--- src/rtl/vga_timing_pkg.sv ---
// Shared 640x480@60 Hz VGA timing constants and the pixel coordinate type.
package vga_timing_pkg;

    localparam int unsigned CLK_DIV   = 4;

    localparam int unsigned H_VISIBLE = 640;
    localparam int unsigned H_FP      = 16;
    localparam int unsigned H_SYNC    = 96;
    localparam int unsigned H_BP      = 48;

    localparam int unsigned V_VISIBLE = 480;
    localparam int unsigned V_FP      = 10;
    localparam int unsigned V_SYNC    = 2;
    localparam int unsigned V_BP      = 33;

    localparam int unsigned H_TOTAL      = H_VISIBLE + H_FP + H_SYNC + H_BP;
    localparam int unsigned V_TOTAL      = V_VISIBLE + V_FP + V_SYNC + V_BP;
    localparam int unsigned H_SYNC_START = H_VISIBLE + H_FP;
    localparam int unsigned H_SYNC_END   = H_SYNC_START + H_SYNC;
    localparam int unsigned V_SYNC_START = V_VISIBLE + V_FP;
    localparam int unsigned V_SYNC_END   = V_SYNC_START + V_SYNC;

    typedef logic [9:0] vga_coord_t;

endpackage

--- src/rtl/pixel_clk_div.sv ---
// Pixel-rate enable: a one-cycle pulse every CLK_DIV system clocks.
module pixel_clk_div #(
    parameter int unsigned CLK_DIV = 4
) (
    input  logic clk,
    input  logic reset_n,
    output logic pix_tick
);

    // Keep at least one bit so CLK_DIV=1 still has a (constant-zero) counter.
    localparam int unsigned DivW = (CLK_DIV > 1) ? $clog2(CLK_DIV) : 1;
    localparam logic [DivW-1:0] DivLast = DivW'(CLK_DIV - 1);

    logic [DivW-1:0] div_cnt_q;
    logic [DivW-1:0] div_cnt_d;

    assign pix_tick = (div_cnt_q == DivLast);

    always_comb begin
        div_cnt_d = div_cnt_q + 1'b1;
        if (pix_tick) begin
            div_cnt_d = '0;
        end
    end

    always_ff @(posedge clk or negedge reset_n) begin
        if (!reset_n) begin
            div_cnt_q <= '0;
        end else begin
            div_cnt_q <= div_cnt_d;
        end
    end

endmodule

--- src/rtl/vga_decoder.sv ---
// VGA timing generator: pixel-rate h/v counters with combinational sync, DE and
// coordinate decode.
module vga_decoder
    import vga_timing_pkg::*;
#(
    parameter int unsigned CLK_DIV   = vga_timing_pkg::CLK_DIV,
    parameter int unsigned H_VISIBLE = vga_timing_pkg::H_VISIBLE,
    parameter int unsigned H_FP      = vga_timing_pkg::H_FP,
    parameter int unsigned H_SYNC    = vga_timing_pkg::H_SYNC,
    parameter int unsigned H_BP      = vga_timing_pkg::H_BP,
    parameter int unsigned V_VISIBLE = vga_timing_pkg::V_VISIBLE,
    parameter int unsigned V_FP      = vga_timing_pkg::V_FP,
    parameter int unsigned V_SYNC    = vga_timing_pkg::V_SYNC,
    parameter int unsigned V_BP      = vga_timing_pkg::V_BP
) (
    input  logic       clk,
    input  logic       reset_n,
    output logic       pix_tick,
    output logic       h_sync,
    output logic       v_sync,
    output logic       DE,
    output logic [9:0] x_pixel,
    output logic [9:0] y_pixel,
    output logic       frame_start
);

    localparam int unsigned HTotal = H_VISIBLE + H_FP + H_SYNC + H_BP;
    localparam int unsigned VTotal = V_VISIBLE + V_FP + V_SYNC + V_BP;

    localparam vga_coord_t HLast = vga_coord_t'(HTotal - 1);
    localparam vga_coord_t VLast = vga_coord_t'(VTotal - 1);

    // Range bounds are 11 bits so a segment edge of exactly 1024 still compares correctly.
    localparam logic [10:0] HVisEnd    = 11'(H_VISIBLE);
    localparam logic [10:0] VVisEnd    = 11'(V_VISIBLE);
    localparam logic [10:0] HSyncStart = 11'(H_VISIBLE + H_FP);
    localparam logic [10:0] HSyncEnd   = 11'(H_VISIBLE + H_FP + H_SYNC);
    localparam logic [10:0] VSyncStart = 11'(V_VISIBLE + V_FP);
    localparam logic [10:0] VSyncEnd   = 11'(V_VISIBLE + V_FP + V_SYNC);

    vga_coord_t h_cnt_q, h_cnt_d;
    vga_coord_t v_cnt_q, v_cnt_d;
    logic [10:0] h_ext;
    logic [10:0] v_ext;

    pixel_clk_div #(
        .CLK_DIV (CLK_DIV)
    ) u_pixel_clk_div (
        .clk      (clk),
        .reset_n  (reset_n),
        .pix_tick (pix_tick)
    );

    always_comb begin
        h_cnt_d = h_cnt_q;
        v_cnt_d = v_cnt_q;
        if (pix_tick) begin
            if (h_cnt_q == HLast) begin
                h_cnt_d = '0;
                v_cnt_d = (v_cnt_q == VLast) ? '0 : v_cnt_q + 1'b1;
            end else begin
                h_cnt_d = h_cnt_q + 1'b1;
            end
        end
    end

    always_ff @(posedge clk or negedge reset_n) begin
        if (!reset_n) begin
            h_cnt_q <= '0;
            v_cnt_q <= '0;
        end else begin
            h_cnt_q <= h_cnt_d;
            v_cnt_q <= v_cnt_d;
        end
    end

    assign h_ext = {1'b0, h_cnt_q};
    assign v_ext = {1'b0, v_cnt_q};

    assign x_pixel     = h_cnt_q;
    assign y_pixel     = v_cnt_q;
    assign DE          = (h_ext < HVisEnd) && (v_ext < VVisEnd);
    assign h_sync      = !((h_ext >= HSyncStart) && (h_ext < HSyncEnd));
    assign v_sync      = !((v_ext >= VSyncStart) && (v_ext < VSyncEnd));
    assign frame_start = pix_tick && (h_cnt_q == '0) && (v_cnt_q == '0);

endmodule

--- config.mk ---
export PLATFORM = sky130hd
export DESIGN_NAME = vga_decoder
export DESIGN_NICKNAME = d
export VERILOG_FILES = /design/src/rtl/vga_timing_pkg.sv /design/src/rtl/pixel_clk_div.sv /design/src/rtl/vga_decoder.sv
export SDC_FILE = /design/constraint.sdc
export NUM_CORES = 1
export LEC_CHECK = 0
export CAP_MARGIN = 20
export CORE_MARGIN = 8
export CORE_UTILIZATION = 40
export CTS_CLUSTER_DIAMETER = 50
export DETAILED_ROUTE_END_ITERATION = 8
export GPL_ROUTABILITY_DRIVEN = 0
export HOLD_SLACK_MARGIN = 0.05
export PLACE_DENSITY = 0.66
export RECOVER_POWER = 25
export SLEW_MARGIN = 25
export SYNTH_ARGS = -nofsm -noshare
export SYNTH_HDL_FRONTEND = slang
export SYNTH_SLANG_ARGS = --single-unit
--- constraint.sdc ---
create_clock -name clk -period 2 [get_ports clk]
set_input_delay 0.4 -clock clk [delete_from_list [all_inputs] [get_ports clk]]
set_output_delay 0.4 -clock clk [all_outputs]
set_load 0.05 [all_outputs]
# After elaboration in Yosys (flattened, before gate mapping)
# Index checks and enable logic that the tools add are counted.
word_totals:
  register_bits: 22
  elab_cells: 28
classes:
  addsub: 3
  order_cmp: 6
  n_eq_ne: 3
  mux: 3
  reduce_logical: 10
op_table:
  columns: ["cell", "n"]
  rows:
  - ["$add 10x1->10 const B", 2]
  - ["$eq 10x10->1 const B", 2]
  - ["$logic_not 10->1", 2]
  - ["$lt 10x10->1 const B", 2]
  - ["$lt 10x9->1 const B", 2]
  - ["$mux 10", 2]
  - ["$ge 10x10->1 const B", 1]
  - ["$ge 10x9->1 const B", 1]
  - ["$logic_and 1x1->1", 5]
  - ["$add 2x1->2 const B", 1]
  - ["$eq 2x2->1 const B", 1]
  - ["$logic_not 1->1", 2]
  - ["$mux 2", 1]
  - ["$reduce_and 2->1", 1]

# Depth between registers and ports, before layout
# Gate-level depths: netlist of run 1.
depth:
  ltp_word: 3
  ltp_mapped: 6

# By module
# Synthesis of run 1 repeated with hierarchy kept, for this count alone.
hier_totals:
  hier_cells: 128
  area_unflattened_um2: 1285.0
modules_own_cells:
  columns: ["module", "instances", "cells_per_inst", "area_per_inst_um2", "seq_area_each_um2"]
  rows:
  - ["vga_decoder", 1, 124, 1218.7, 500.5]
  - ["pixel_clk_div", 1, 4, 66.3, 50.0]

# Worst setup path after synthesis of run 1
# No wires, ideal clock.
synth_timing:
  path_kind: "register to output"
  start: "reg v_cnt_q[4] (netlist: y_pixel[4])"
  end: "out frame_start"
  arrival_time_ns: 2.825
  required_ns: 1.600
  slack_ns: -1.225
  path_stages_with_launch: 5
  path_buffers: 1
  cell_sequence: "dfrtp_1 > buf_2 > nor4b_1 > nand4b_1 > nor4_1"
synth_between:
  elab_chain_len: 2
synth_rtl:
  columns: ["element", "line_no", "rtl"]
  rows:
  - ["from (decl)", "vga_decoder.sv:42", "vga_coord_t v_cnt_q, v_cnt_d;"]
  - ["from (signal assigned)", "vga_decoder.sv:73", "v_cnt_q <= v_cnt_d;"]
  - ["$logic_not 10->1", "vga_decoder.sv:85", "assign frame_start = pix_tick && (h_cnt_q == '0) && (v_cnt_q == '0);"]
  - ["$logic_and 1x1->1", "vga_decoder.sv:85", null]
  - ["to (decl)", "vga_decoder.sv:24", "output logic frame_start"]
# No other way between the ends.

# Worst setup path after layout of run 1
layout_timing:
  start: "reg h_cnt_q[6] (netlist: x_pixel[6])"
  end: "out frame_start"
layout_between:
  elab_chain_len: 3
layout_rtl:
  columns: ["element", "line_no", "rtl"]
  rows:
  - ["from (decl)", "vga_decoder.sv:41", "vga_coord_t h_cnt_q, h_cnt_d;"]
  - ["from (signal assigned)", "vga_decoder.sv:72", "h_cnt_q <= h_cnt_d;"]
  - ["$logic_not 10->1", "vga_decoder.sv:85", null]
  - ["$logic_and 1x1->1 (2 in a row)", "vga_decoder.sv:85", null]
# No other way between the ends.

==> impl_metrics.json, run 1 <==
{
  "die_width_um": 71.57,
  "std_cell_rows": 20,
  "worst_pin_slew_ns": 1.204,
  "floorplan.die_area_sq_um": 5122,
  "synthesis.instances": 127,
  "crit_arrival_ns": 1.79,
  "synth_cell_type_count": 32,
  "failed_checks": "setup timing",
  "hold_viol_final": 0,
  "maxSlewHeadroom_pct": 19.76,
  "timing.critical_path.from_type": "flip-flop",
  "layout_setup_ws_ns": -0.1856,
  "finalWorstPathRequiredPeriod_ns": 2.186,
  "cellPowerDensity_nw_per_um2": 413.7,
  "critical_path_peak_fanout": 6,
  "hp-class": "flip-flop to flip-flop",
  "worstHoldStart": "u_pixel_clk_div.div_cnt_q[0]$_DFF_PN0_",
  "floorplan.core_area_sq_um": 3003,
  "mapped_cell_area_sq_um": 1235,
  "hold_path_end": "u_pixel_clk_div.div_cnt_q[0]$_DFF_PN0_",
  "design_power_total_mw": 0.7009,
  "die-height_um": 71.57,
  "pin_count": 27,
  "final_layout_size_suffix_gt1_share_pct": 33.33,
  "first_global_vias": 1139,
  "post_drt_via_cell_ratio": 5.610,
  "timing.reg2reg.worst_path_depth": 6,
  "critical_path_class": "flip-flop to output pin",
  "num_antenna_cells": 0,
  "clock-skew-final_ns": 0.008195,
  "detail_route.first_pass.iterations": 4,
  "critPathCaptureType": "output pin",
  "yosysWarnings": 0,
  "synth_enable_flop_cells": 0,
  "status": "finished, violations left",
  "layout.cells.most_common_list": "buf_4 (24), dfrtp_1 (12), dfrtp_2 (10)",
  "gr-max-usage-layer": "met2",
  "reg2reg_to": "y_pixel[4]$_DFFE_PN0P_",
  "drtIter0Drc": 39,
  "synthToLayoutAreaGrowth_pct": 37.18,
  "hold_depth": 1,
  "via_count": 1094,
  "critPathTopFamily": "simple AND/OR/NAND/NOR gates",
  "seq_area_frac_synth_pct": 44.58,
  "worst_ir_drop_vdd_uv": 216.7,
  "regToRegStartpoint": "x_pixel[5]$_DFFE_PN0P_",
  "clockBufferDepth": 2,
  "synth_ff_type": "dfrtp_1",
  "grt_util_met2_pct": 22.35,
  "cts_buffers": 3,
  "initial_utilization_pct": 41.12,
  "power.leakage_nw": 0.8434,
  "layout.cells.most_common": "buf_4",
  "place.detailed.hpwl_um": 2429,
  "clkTransAtPathRegs_ns": 0.13,
  "synthArstFlopShare_pct": 100.0,
  "timing.hold.ws_ns": 0.4949,
  "drcViolationCount": 0,
  "setup.reg_to_reg.worst_slack_ns": 0.20,
  "port-buffer-count": 26,
  "wirelength_um": 3138,
  "grt_pass1_wl_um": 5471,
  "critPathRequiredTime_ns": 1.60,
  "setup_violations": 1,
  "hold_buffer_count_at_cts": 0,
  "maxClockFrequency_mhz": 457.5,
  "path_cells": "or3_1, nand4b_1, nor4_4, buf_12",
  "final_antenna_net_count": 0,
  "grt_start_max_net_pins": 23,
  "crit_slowest_cell": "dfrtp_2",
  "worstPathBufferInverterCount": 1,
  "nets_in_the_synthesized_netlist": 134,
  "clk-insertion-delay-late_ns": 0.31,
  "ys_ff_latch": 22,
  "global_route.usage.total_pct": 13.04,
  "htreeDepth": 1,
  "grtUsageMet3_pct": 3.068,
  "synthesis.area_per_instance_sq_um": 9.724,
  "clock_root_buffer": "clkbuf_4",
  "count_of_clock_tree_sinks": 22,
  "use_met1_pct": 15.51,
  "max-cap-violations": 0,
  "number_of_slew_limit_violations_in_the_final_report": 0,
  "routed_wire_length_per_instance_um": 16.09,
  "worst_path_largest_cell_delay_ns": 0.48,
  "tritoncts": "built",
  "grt-ovfl-total": 0,
  "unrepaired_setup_endpoints_after_global_routing": "true",
  "finish.net_count": 170,
  "grt_antenna_before_repair": 0,
  "final.period_utilization_pct": 109.3
}
[sequential cells by signal, summed over array words and instances, names as in the netlist]
name and cells:
u_pixel_clk_div.div_cnt_q 2, y_pixel 10, x_pixel 10
[report_power, final]
group | leakage (nW) | total (mW) | switching (mW) | internal, mW
logic | 0.545 | 0.0104 | 0.00868 | 0.00168
registers | 0.278 | 0.445 | 0 | 0.445
clock network | 0.0210 | 0.246 | 0.135 | 0.111
[what timing repair did]
item / in CTS / in global routing
buffers inserted: 0 / 0
gates resized for setup: 3 / 6
endpoints found under the setup margin: 1 / 7
[final cells by class]
| class | instances | area [sq um] |
|---|---|---|
| fillers | 275 | 1309 |
| multi-input cells | 92 | 681.9 |
| flip-flops and latches | 22 | 563.0 |
| repair buffers | 36 | 341.6 |
| well taps | 33 | 41.29 |
| clock buffers | 4 | 36.28 |
| inverters | 8 | 30.03 |
[through the flow]
stage | instances | utilization, % | area, sq um | setup WS [ns] | TNS, ns
2_1_floorplan | 127 | - | 1292 | -0.1116 | -0.1117
3_3_place_gp | 191 | 54.71 | 1643 | 0.1018 | 0
3_5_place_dp | 191 | 54.71 | 1643 | 0.09202 | 0
4_1_cts | 195 | 56.13 | 1685 | -0.2082 | -0.2082
5_1_grt | 195 | 56.42 | 1694 | -0.3252 | -0.3252
6_report | 195 | 56.42 | 1694 | -0.1856 | -0.1856
[Yosys cell counts (2+ instances only)]
library cell  count  area [sq um]
a21o_1            2         15.01
a21oi_1           2         10.01
and3_1            6         37.54
and4_1            5         43.79
buf_2             3         15.01
dfrtp_1          22         550.5
ha_1              5         62.56
inv_1             8         30.03
mux2i_1           2         20.02
nand2_1           9         33.78
nand3_1           7         35.03
nand4_1           7         43.79
nor2_1            8         30.03
nor2b_1           3         18.77
nor3b_1           2         15.01
nor4b_1           2         17.52
o21ai_0           9         45.04
o22ai_1           3         18.77
o31ai_1           3         22.52
or3_1             3         18.77
xnor2_1           3         26.28
xor2_1            3         26.28
[how the worst max path moves through the flow]
stage / startpoint / slack (ns) / endpoint / depth (start not counted)
2_1_floorplan: x_pixel[4]$_DFFE_PN0P_ / -0.11 / frame_start / 3
3_3_place_gp: x_pixel[0]$_DFFE_PN0P_ / 0.10 / frame_start / 6
3_5_place_dp: x_pixel[0]$_DFFE_PN0P_ / 0.09 / frame_start / 6
4_1_cts: y_pixel[0]$_DFFE_PN0P_ / -0.21 / frame_start / 6
5_1_grt: y_pixel[0]$_DFFE_PN0P_ / -0.33 / frame_start / 6
6_report: x_pixel[6]$_DFFE_PN0P_ / -0.19 / frame_start / 4
[routing by layer]
metal,share of wire [%],wire [um]
met2,50,1578
met1,43,1356
met4,1.3,41
met5,0,0
met3,5.2,162
[logic make-up after synthesis]
logic type / share of synthesized area, %
AOI/OAI and AO/OA: 9.422
xor gates and xnor gates: 4.256
adders and majority gates: 5.066
buffers and inverters: 4.559
DFF: 44.58
muxes: 2.837
and+or+nand+nor: 29.28
Power figures use the tool's default switching activity.
==> inputs of run 2 (changes only) <==
- TNS_END_PERCENT: default -> 20
==> run 2 against run 1 <==
Compared with the run above: the flow still finishes with violations (setup timing); non-clock buffer count stayed put; sequential share of layout area is 0.074 points higher; cell count stayed put; fmax hardly changed; power hardly changed; final area is 0.22% lower; sequential power hardly changed; critical path depth stayed put; critical endpoint unchanged; largest cell class unchanged; largest power group unchanged.
==> impl_metrics.json, run 2 (synthesized netlist as in run 1, its figures left out) <==
{
  "status": "finished, violations left",
  "failed_checks": "setup timing",
  "critPathCaptureType": "output pin",
  "critPathRequiredTime_ns": 1.60,
  "timing.hold.ws_ns": 0.4949,
  "setup.reg_to_reg.worst_slack_ns": 0.19,
  "area_of_all_placed_cells_without_fillers_sq_um": 1690,
  "hold_viol_final": 0,
  "layout.cells.most_common": "buf_4",
  "pin_count": 27,
  "worst_path_largest_cell_delay_ns": 0.48,
  "unrepaired_setup_endpoints_after_global_routing": "true",
  "design_power_total_mw": 0.7009,
  "htreeDepth": 1,
  "count_of_clock_tree_sinks": 22,
  "clock_root_buffer": "clkbuf_4",
  "cellPowerDensity_nw_per_um2": 414.6,
  "crit_arrival_ns": 1.79,
  "post_drt_via_cell_ratio": 5.610,
  "number_of_slew_limit_violations_in_the_final_report": 0,
  "die_width_um": 71.57,
  "port-buffer-count": 26,
  "clkTransAtPathRegs_ns": 0.13,
  "hp-class": "flip-flop to flip-flop",
  "max-cap-violations": 0,
  "path_cells": "or3_1, nand4b_1, nor4_4, buf_12",
  "place.detailed.hpwl_um": 2429,
  "routed_wire_length_per_instance_um": 16.08,
  "area_after_detailed_placement_sq_um": 1643,
  "number_of_instances_in_the_placed_design": 191,
  "crit_slowest_cell": "dfrtp_2",
  "hold_buffer_count_at_cts": 0,
  "grt-ovfl-total": 0,
  "grt_start_max_net_pins": 23,
  "wirelength_um": 3135,
  "final.period_utilization_pct": 109.3,
  "worst_pin_slew_ns": 1.204,
  "global_route.usage.total_pct": 13.04,
  "layout_setup_ws_ns": -0.1854,
  "drcViolationCount": 0,
  "clock-skew-final_ns": 0.008187,
  "floorplan.core_area_sq_um": 3003,
  "finalWorstPathRequiredPeriod_ns": 2.185,
  "power.leakage_nw": 0.8424,
  "maxSlewHeadroom_pct": 19.76,
  "critical_path_peak_fanout": 6,
  "clk-insertion-delay-late_ns": 0.31,
  "clockBufferDepth": 2,
  "setup_violations": 1,
  "detail_route.first_pass.iterations": 4,
  "gr-max-usage-layer": "met2",
  "tritoncts": "built",
  "first_global_vias": 1139,
  "floorplan.die_area_sq_um": 5122,
  "layout.cells.most_common_list": "buf_4 (24), dfrtp_1 (12), dfrtp_2 (10)",
  "grt_pass1_wl_um": 5471,
  "cts_buffers": 3,
  "grt_util_met2_pct": 22.35,
  "via_count": 1094,
  "number_of_non_filler_instances_in_the_completed_layout": 195,
  "final_layout_size_suffix_gt1_share_pct": 32.10,
  "drtIter0Drc": 39,
  "std_cell_rows": 20,
  "use_met1_pct": 15.51,
  "share_of_the_core_filled_with_cells_pct": 56.29,
  "final_antenna_net_count": 0,
  "synthToLayoutAreaGrowth_pct": 36.88,
  "critical_path_class": "flip-flop to output pin",
  "timing.critical_path.from_type": "flip-flop",
  "worst_ir_drop_vdd_uv": 216.7,
  "final.fill_count": 277,
  "initial_utilization_pct": 41.12,
  "grt_antenna_before_repair": 0,
  "maxClockFrequency_mhz": 457.6,
  "grtUsageMet3_pct": 3.068,
  "die-height_um": 71.57,
  "num_antenna_cells": 0,
  "finish.net_count": 170
}
==> run 2: cell types whose count changed in the layout (fill, tap and decap cells not counted) <==
| cell | change |
|---|---|
| and4_1 | +1 |
| nor2_1 | +1 |
| nor2_2 | -1 |
| and4_2 | -1 |
==> run 2: routing by layer <==
| metal | part of all wire, % | wire [um] |
|---|---|---|
| met1 | 43 | 1354 |
| met2 | 50 | 1577 |
| met3 | 5.2 | 162 |
| met4 | 1.3 | 41 |
| met5 | 0 | 0 |
==> run 2: stage by stage <==
step / setup slack (ns) / setup TNS, ns
global route: -0.3252 / -0.3360
global placement: 0.1018 / 0
floorplan: -0.1116 / -0.1117
finish: -0.1854 / -0.1854
CTS: -0.2082 / -0.2082
detailed placement: 0.09202 / 0
==> run 2: worst paths after layout <==
path | start | endpoint | cells after the start
hold / removal | u_pixel_clk_div.div_cnt_q[0]$_DFF_PN0_ | u_pixel_clk_div.div_cnt_q[0]$_DFF_PN0_ | 1
setup / recovery | x_pixel[6]$_DFFE_PN0P_ | frame_start | 4
max in group asynchronous | reset_n | x_pixel[0]$_DFFE_PN0P_ | 2
setup reg to reg | x_pixel[5]$_DFFE_PN0P_ | y_pixel[4]$_DFFE_PN0P_ | 6
min in group asynchronous | reset_n | x_pixel[9]$_DFFE_PN0P_ | 2
hold reg to reg | u_pixel_clk_div.div_cnt_q[0]$_DFF_PN0_ | u_pixel_clk_div.div_cnt_q[0]$_DFF_PN0_ | 1
==> run 2: timing repair <==
action / CTS / global route
buffers inserted: 0 / 0
setup endpoints to repair: 1 / 7
gates resized for setup: 3 / 4
==> run 2: area by class of cell <==
class | instances | area (sq um) | share of cell area (%)
clock buffers | 4 | 36.28 | 2.147
inverters | 8 | 30.03 | 1.776
well taps | 33 | 41.29 | 2.443
multi-input cells | 92 | 678.2 | 40.12
repair buffers | 36 | 341.6 | 20.21
flip-flops and latches | 22 | 563.0 | 33.31
==> run 2: where the power goes <==
group	internal (mW)	leakage, nW	total, mW	switching [mW]
clock	0.111	0.0210	0.246	0.135
combinational	0.00168	0.544	0.0104	0.00868
sequential	0.445	0.278	0.445	0
total	0.557	0.842	0.701	0.143
==> run 2: worst max-delay path, delay by kind of cell, from the launching register on <==
kind | cells | cell delay (ns)
DFF | 1 | 0.48
buffers and inverters | 1 | 0.18
and+or+nand+nor | 3 | 0.82
